==> src/rtl/perceptron_trainer.sv <==
// Sequential perceptron trainer: one shared multiply-accumulate, saturating weight/bias updates.
// Optional EPOCH_LIMIT_EN adds max_epochs / limit_hit to stop training after a number of error epochs.
`timescale 1ns/1ps
module perceptron_trainer #(
  parameter int N_IN = 2,
  parameter int DW   = 8,
  parameter int WW   = 16
) (
  input  logic                 clk,
`ifdef EPOCH_LIMIT_EN
  input  logic [15:0]          max_epochs,
  output logic                 limit_hit,
`endif
  input  logic                 rst,
  input  logic                 start,
  output logic                 sample_req,
  input  logic                 sample_valid,
  input  logic [N_IN*DW-1:0]   sample_x,
  input  logic                 sample_t,
  input  logic                 sample_last,
  output logic                 done,
  output logic                 busy,
  output logic                 converged,
  output logic [15:0]          epoch_cnt,
  output logic [N_IN*WW-1:0]   w_out,
  output logic [WW-1:0]        b_out
);

  localparam int CW = (N_IN > 1) ? $clog2(N_IN) : 1;
  localparam int AW = WW + DW + $clog2(N_IN) + 1;
  localparam int PW = WW + DW;
  localparam int SW = ((WW > DW) ? WW : DW) + 2;
  localparam logic [CW-1:0] LAST_IDX = CW'(N_IN - 1);
  localparam logic signed [SW-1:0] S_MAX = {{(SW-WW+1){1'b0}}, {(WW-1){1'b1}}};
  localparam logic signed [SW-1:0] S_MIN = {{(SW-WW+1){1'b1}}, {(WW-1){1'b0}}};
  localparam logic signed [SW-1:0] S_ONE = SW'(1);

  typedef enum logic [2:0] {IDLE, INIT, REQ, MAC, DECIDE, UPDATE, EPOCH_END} state_t;

  state_t                 state_q, state_d;
  logic [N_IN*WW-1:0]     w_q, w_d;
  logic signed [WW-1:0]   b_q, b_d;
  logic signed [AW-1:0]   acc_q, acc_d;
  logic [CW-1:0]          idx_q, idx_d;
  logic [N_IN*DW-1:0]     x_q, x_d;
  logic                   t_q, t_d;
  logic                   last_q, last_d;
  logic                   err_q, err_d;
  logic                   conv_q, conv_d;
  logic [15:0]            ecnt_q, ecnt_d;
`ifdef EPOCH_LIMIT_EN
  logic                   lim_q, lim_d;
`endif

  logic signed [WW-1:0]   w_sel;
  logic signed [DW-1:0]   x_sel;
  logic signed [PW-1:0]   w_ext, x_ext, prod;

  function automatic logic signed [SW-1:0] sext_x(input logic [DW-1:0] v);
    return {{(SW-DW){v[DW-1]}}, v};
  endfunction

  // Add a signed step to a weight, clamping to the representable WW range.
  function automatic logic signed [WW-1:0] sat_add(input logic [WW-1:0] a,
                                                   input logic signed [SW-1:0] d);
    logic signed [SW-1:0] s;
    s = $signed({{(SW-WW){a[WW-1]}}, a}) + d;
    if (s > S_MAX)      return {1'b0, {(WW-1){1'b1}}};
    else if (s < S_MIN) return {1'b1, {(WW-1){1'b0}}};
    else                return s[WW-1:0];
  endfunction

  always_comb begin
    w_sel = '0;
    x_sel = '0;
    for (int i = 0; i < N_IN; i++) begin
      if (idx_q == CW'(i)) begin
        w_sel = w_q[i*WW +: WW];
        x_sel = x_q[i*DW +: DW];
      end
    end
    w_ext = {{DW{w_sel[WW-1]}}, w_sel};
    x_ext = {{WW{x_sel[DW-1]}}, x_sel};
    prod  = w_ext * x_ext;
  end

  always_comb begin
    state_d = state_q;
    w_d     = w_q;
    b_d     = b_q;
    acc_d   = acc_q;
    idx_d   = idx_q;
    x_d     = x_q;
    t_d     = t_q;
    last_d  = last_q;
    err_d   = err_q;
    conv_d  = conv_q;
    ecnt_d  = ecnt_q;
`ifdef EPOCH_LIMIT_EN
    lim_d   = lim_q;
`endif
    case (state_q)
      IDLE: if (start) state_d = INIT;
      INIT: begin
        w_d     = '0;
        b_d     = '0;
        acc_d   = '0;
        ecnt_d  = '0;
        err_d   = 1'b0;
        conv_d  = 1'b0;
`ifdef EPOCH_LIMIT_EN
        lim_d   = 1'b0;
`endif
        state_d = REQ;
      end
      REQ: if (sample_valid) begin
        x_d     = sample_x;
        t_d     = sample_t;
        last_d  = sample_last;
        acc_d   = {{(AW-WW){b_q[WW-1]}}, b_q};
        idx_d   = '0;
        state_d = MAC;
      end
      MAC: begin
        acc_d = acc_q + {{(AW-PW){prod[PW-1]}}, prod};
        if (idx_q == LAST_IDX) state_d = DECIDE;
        else                   idx_d   = idx_q + CW'(1);
      end
      DECIDE: begin
        // Sign bit clear means acc >= 0, i.e. the perceptron answers +1.
        if (!acc_q[AW-1] != t_q) begin
          err_d   = 1'b1;
          state_d = UPDATE;
        end else begin
          state_d = last_q ? EPOCH_END : REQ;
        end
      end
      UPDATE: begin
        for (int i = 0; i < N_IN; i++) begin
          w_d[i*WW +: WW] = sat_add(w_q[i*WW +: WW],
                                    t_q ? sext_x(x_q[i*DW +: DW]) : -sext_x(x_q[i*DW +: DW]));
        end
        b_d     = sat_add(b_q, t_q ? S_ONE : -S_ONE);
        state_d = last_q ? EPOCH_END : REQ;
      end
      EPOCH_END: begin
        if (!err_q) begin
          conv_d  = 1'b1;
          state_d = IDLE;
        end else begin
          err_d   = 1'b0;
          if (ecnt_q != 16'hFFFF) ecnt_d = ecnt_q + 16'd1;
          state_d = REQ;
`ifdef EPOCH_LIMIT_EN
          if ((max_epochs != 16'd0) && (ecnt_d == max_epochs)) begin
            lim_d   = 1'b1;
            conv_d  = 1'b0;
            state_d = IDLE;
          end
`endif
        end
      end
      default: state_d = IDLE;
    endcase
  end

  always_ff @(posedge clk or negedge rst) begin
    if (!rst) begin
      state_q <= IDLE;
      w_q     <= '0;
      b_q     <= '0;
      acc_q   <= '0;
      idx_q   <= '0;
      x_q     <= '0;
      t_q     <= 1'b0;
      last_q  <= 1'b0;
      err_q   <= 1'b0;
      conv_q  <= 1'b0;
      ecnt_q  <= '0;
`ifdef EPOCH_LIMIT_EN
      lim_q   <= 1'b0;
`endif
    end else begin
      state_q <= state_d;
      w_q     <= w_d;
      b_q     <= b_d;
      acc_q   <= acc_d;
      idx_q   <= idx_d;
      x_q     <= x_d;
      t_q     <= t_d;
      last_q  <= last_d;
      err_q   <= err_d;
      conv_q  <= conv_d;
      ecnt_q  <= ecnt_d;
`ifdef EPOCH_LIMIT_EN
      lim_q   <= lim_d;
`endif
    end
  end

  assign done       = (state_q == IDLE);
  assign busy       = (state_q != IDLE);
  assign sample_req = (state_q == REQ);
  assign converged  = conv_q;
  assign epoch_cnt  = ecnt_q;
  assign w_out      = w_q;
  assign b_out      = b_q;
`ifdef EPOCH_LIMIT_EN
  assign limit_hit  = lim_q;
`endif

endmodule

==> config.mk <==
export PLATFORM = sky130hd
export DESIGN_NAME = perceptron_trainer
export DESIGN_NICKNAME = d
export VERILOG_FILES = /design/src/rtl/perceptron_trainer.sv
export SDC_FILE = /design/constraint.sdc
export NUM_CORES = 1
export LEC_CHECK = 0
export ABC_AREA = 1
export ABC_CLOCK_PERIOD_IN_PS = 6500
export BUFFER_PORTS_ARGS = -buffer_cell sky130_fd_sc_hd__clkbuf_2
export CAP_MARGIN = 20
export CORE_MARGIN = 2
export CORE_UTILIZATION = 34
export CTS_BUF_LIST = sky130_fd_sc_hd__clkbuf_4 sky130_fd_sc_hd__clkbuf_8 sky130_fd_sc_hd__clkbuf_16
export DETAILED_ROUTE_END_ITERATION = 12
export GPL_ROUTABILITY_DRIVEN = 0
export MAX_ROUTING_LAYER = met4
export SLEW_MARGIN = 20
export SYNTH_ARGS = -nofsm -noshare
export SYNTH_HDL_FRONTEND = slang
export SYNTH_SLANG_ARGS = --single-unit
==> constraint.sdc <==
create_clock -name clk -period 6.5 [get_ports clk]
set_input_delay 0.65 -clock clk [delete_from_list [all_inputs] [get_ports clk]]
set_output_delay 0.65 -clock clk [all_outputs]
set_load 0.01 [all_outputs]
; ---- Word-level counts from Yosys, hierarchy flattened
; Cells that the tools add are included.
[op_classes]
n_addsub = 8
n_mul = 1
magnitude_cmp = 6
n_eq_ne = 15
mux = 32
reduce_logical = 16
[ops]
columns = cell, count
row1 = $mux W16, 9
row2 = $pmux W26 S3, 1
row3 = $pmux W16 S2, 2
row4 = $pmux W32 S2, 1
row5 = $add A16 B18 Y18, 3
row6 = $gt A18 B16 Y1 const B, 3
row7 = $lt A18 B16 Y1 const B, 3
row8 = $mux W18, 3
row9 = $neg A8 Y18, 2
row10 = $add A26 B26 Y26, 1
row11 = $mux W26, 1
row12 = $mul A16 B8 Y24, 1
row13 = $pmux W3 S7, 1
row14 = $add A16 B1 Y16 const B, 1
row15 = $ne A16 B16 Y1 const B, 1
row16 = $mux W3, 5
row17 = $ne A2 B2 Y1 const B, 6
row18 = $reduce_and A2 Y1, 5
row19 = $eq A3 B3 Y1 const B, 3
row20 = $mux W8, 1
row21 = $reduce_bool A2 Y1, 4
row22 = $eq A3 B2 Y1 const B, 2
row23 = $pmux W1 S2, 3
row24 = $reduce_and A3 Y1, 2
row25 = 10 further kinds, 14
[word_totals]
reg_bits = 114
out_inout_bits = 68
elab_cells = 89

; ---- Depth between registers and ports, before layout
[logic_depth]
depth_word = 7
mapped_depth = 39
ltp_nobuf = 37

; ---- Least setup slack after synthesis
; OpenSTA, ideal clock, no wires.
[synth_path]
kind = register to register
from = register idx_q
to = register acc_q[25]
setup_ns = 0.077
t_arrival_ns = 6.179
required_ns = 6.423
slack_ns = 0.244
path_stages_with_launch = 35
n_path_buf = 3
synth_period_minus_slack_ns = 6.256
cell_sequence = dfrtp_1 clkbuf_1 clkbuf_1 nand2_1 o21ai_1 clkbuf_1 nor2_1 fa_1 fa_1 fa_1 inv_1 fa_1 inv_1 ha_1 nand2_1 inv_1 a21oi_1 nand2_1 a21oi_1 o21bai_1 nand2_1 nand2_1 a21oi_1 xor2_1 ha_1 nand2_1 nor3_1 nand2_1 nor3_1 nand2_1 inv_1 nor2_1 nand3_1 nand3_1 a21oi_1
[synth_between]
elab_chain_len = 4
[synth_rtl]
columns = item, line_no
row1 = "start, declared", 44  ; logic [CW-1:0] idx_q, idx_d;
row2 = "start signal, assigned", 188  ; idx_q <= idx_d;
row3 = $mux W16 or $mux W8 (tied branches), 77  ; if (idx_q == CW'(i)) begin
row4 = $mul A16 B8 Y24 (*), 84  ; prod = w_ext * x_ext;
row5 = $add A26 B26 Y26 (*), 125  ; acc_d = acc_q + {{(AW-PW){prod[PW-1]}}, prod};
row6 = $pmux W26 S3 (*), 102  ; case (state_q)
row7 = "end signal, assigned", 172  ; acc_q <= '0;
row8 = "end signal, assigned", 187  ; acc_q <= acc_d;
row9 = "end, declared", 43  ; logic signed [AW-1:0] acc_q, acc_d;
; Mark *: on every way between the ends. The rest lies on a longest branch, timed or not.
; A chain may end at the register's enable or synchronous reset.

; ---- Worst setup path after layout
[layout_path]
from = register idx_q
to = register acc_q[23]
; Same word-level chain as after synthesis.

==> summary.txt <==
Floorplan
  • Die area: between 40000 and 50000 um2
  • Chip Width: roughly 210 um
  • Die H: ~210 um
  • Initial core utilization: between 30% and 40%
  • Top-Level Pins: 90
  • # rows: 75
  • Core area: between 40000 and 50000 um2

Yosys
  • Synthesized Nets: roughly 2300
  • Post-synth EDFFs: 0
  • Post-Synth XOR/XNOR Area: around 5%
  • Gate count of the mapped netlist: approximately 2100
  • Adder-cell share of the synthesized area: between 20% and 30%
  • Distinct cells, synth: 45
  • Mux cell area share after synthesis: 0.0695%
  • Post-synthesis sequential area ratio: 19.8%
  • #FFs+latches synth: 114
  • Syn_area_per_cell: ~7.0 um2
  • Most used DFF post-synth: dfrtp_1
  • Post-Synth Simple-Gate Area: roughly 25%
  • Synth Area in Compound Gates: 12.4%
  • Post-synth ARST share: 100%
  • YS warnings: 0
  • Largest family of logic cells by synthesized area: adder cells
  • Post-Syn Area: between 10000 and 15000 um2

Final layout
  • Final net count: roughly 2500
  • Commonest non-fill, non-tap cells in the layout: nand2_1, inv_1, nor2_1
  • Post-route insts no fill: around 2800
  • Fraction of layout cells with a size suffix above 1: approximately 15%
  • Area delta synth->final: 18.6%
  • Final antenna diode count: 0
  • Most common cell after layout, fill and taps aside: nand2_1
  • Final Instance Area: around 17000 um2
  • Fillers: 4354

Critical path
  • Crit-path max FO: 26
  • Critical Path Source Type: flop
  • Crit Path Class: flop to flop
  • CP arrival: a little under 7000 ps
  • CP endpoint kind: flop
  • Crit path launch: idx_q
  • Worst R2R Start: idx_q
  • CP Data Required Time: 6880 ps

GRT
  • GRT Residual Overflow: 0
  • First-pass GRT wire length: 68.9 mm
  • Largest net degree at the start of global routing: 70
  • Tot GR Track Use: 20.3%
  • Vias in the first global route: approximately 13000
  • Antenna violations before repair: 0

Hold path
  • Min-Delay Path Class: input pin to async pin

Timing
  • # setup viols final: 0
  • Final Critical Period: around 6400 ps
  • Max-slew violations: 0
  • Peak Freq: 157 MHz
  • Hold Slack: ~350 ps
  • RSZ-0062 raised after global routing: true
  • Final Skew: roughly 20 ps
  • Max-slew headroom: approximately 28%
  • Transition time of the tightest slew-check pin: 1090 ps
  • Fin. Hold Viols: 0
  • Final worst path period share: a little over nine tenths

Route
  • Final antenna-violating net count: 0
  • Vias: 13836
  • Drt wl/cell: roughly 16 um
  • Pre-Repair DR Iteration Count: 5
  • WL final: about 43 mm
  • Residual DRC: 0
  • Detailed-route vias per instance: ~5
  • Drt initial violations: 954

Clocking
  • CTS Buffer Depth: 2
  • CTS tree: yes
  • Total CTS buffers: 17
  • Worst skew pair latency: ~460 ps
  • CTS H-tree lvls: 4
  • Clock tree sinks: around 110
  • CTS clk-pin slew, worst paths: 60 ps
  • Hold-fix buffers, CTS: 0
  • Root Driver: clkbuf_16

Status
  • Status: finished, final reports clean

Placement
  • Post-Place Cell Area: roughly 16000 um2
  • DP Wirelength: 33.6 mm
  • Placed cell count: 2718
  • Number of port buffers: between 80 and 90

Job
  • MaxCap Viol Count: 0
==> what timing repair did <==
action,CTS,global route
setup buffers,0,14
gates resized for setup,7,123
pin swaps,0,23
setup endpoints to repair,3,12
hold endpoints to repair,0,0
cloned,0,3
==> worst max-delay path, stage by stage, from the launching register on <==
cell,delay (ps)
dfrtp_2,450
buf_12,190
nand2_1,130
o21ai_4,90
buf_4,170
nor2_1,160
fa_1,480
fa_1,520
fa_1,540
inv_1,60
fa_1,530
inv_1,50
ha_2,370
nand2_1,160
o21ai_2,200
a21o_1,160
nand3_1,80
nand2_1,100
xor2_1,190
ha_1,300
a21oi_1,320
o21ai_1,200
a21oi_1,200
o21ai_0,130
a21o_1,190
a21oi_1,110
o21ai_0,100
a21oi_1,130
==> flip-flops by register name, summed over array words and instances, names as in the netlist <==
signal     flops
epoch_cnt     16
err_q          1
b_out         16
converged      1
w_out         32
acc_q         26
idx_q          1
x_q           16
state_q        3
t_q            1
last_q         1
==> cells in the mapped netlist, drive strengths merged, types with 2 or more instances <==
master	number	area, um2
or2	23	144
nor4	3	18.8
o22ai	4	25.0
o21ai	119	599
and2	2	12.5
clkbuf	30	113
a21oi	160	823
xnor2	19	166
fa	107	2140
dfrtp	114	2850
o21bai	3	22.5
clkinv	2	7.51
nand3	94	485
nand3b	5	37.5
nor2	225	850
buf	11	73.8
ha	127	1590
xor2	63	559
a31oi	8	65.1
o31ai	10	75.1
inv	383	1440
a21o	13	97.6
nand2	487	1840
a21boi	3	22.5
nor3	31	171
nand4	16	100
a211oi	3	22.5
==> stage by stage <==
step	utilization, %	TNS (ps)	setup slack (ps)
finish	40.8	0	140
global route	40.8	-246	-121
detailed placement	37.8	-291	-151
floorplan	-	0	244
global placement	37.8	-85.3	-47.3
CTS	39.4	0	58.6
==> final cells by class <==
| cell class | instances | area, um2 | share of cell area (%) |
|---|---|---|---|
| Multi-Input combinational cell | 1530 | 10400 | 60.8 |
| Sequential cell | 114 | 2850 | 16.7 |
| Inverter | 385 | 1450 | 8.49 |
| Timing Repair Buffer | 166 | 1070 | 6.26 |
| Tap cell | 539 | 674 | 3.95 |
| Clock buffer | 22 | 482 | 2.82 |
| Clock inverter | 9 | 154 | 0.902 |
| Timing Repair inverter | 1 | 7.51 | 0.0440 |
==> worst paths after layout <==
check / endpoint / slack, ps / cells after the start
max: acc_q[23] / 140 / 27
min: epoch_cnt[13] / 350 / 1
max reg2reg: acc_q[23] / 140 / 27
min reg2reg: acc_q[2] / 500 / 2
max in group asynchronous: idx_q / 4850 / 2
min in group clk: last_q / 400 / 3
==> cells by family after synthesis <==
group,after synthesis
AOI/OAI and AO/OA,326
buffers and inverters,426
adders and majority gates,234
DFF,114
xor gates and xnor gates,82
and+or+nand+nor,887
muxes,1
==> layer usage <==
layer / share of wire, % / global-route usage [%] / vias to the layer above
li1: - / - / 6797
met1: 45 / 26.3 / 6580
met2: 47 / 32.2 / 386
met3: 5.0 / 3.08 / 73
met4: 2.9 / 7.46 / 0
met5: 0 / - / -
Power is left out: the tool's default activity adds up to more than one toggle a clock period on the data nets, which glitch-free logic cannot reach.
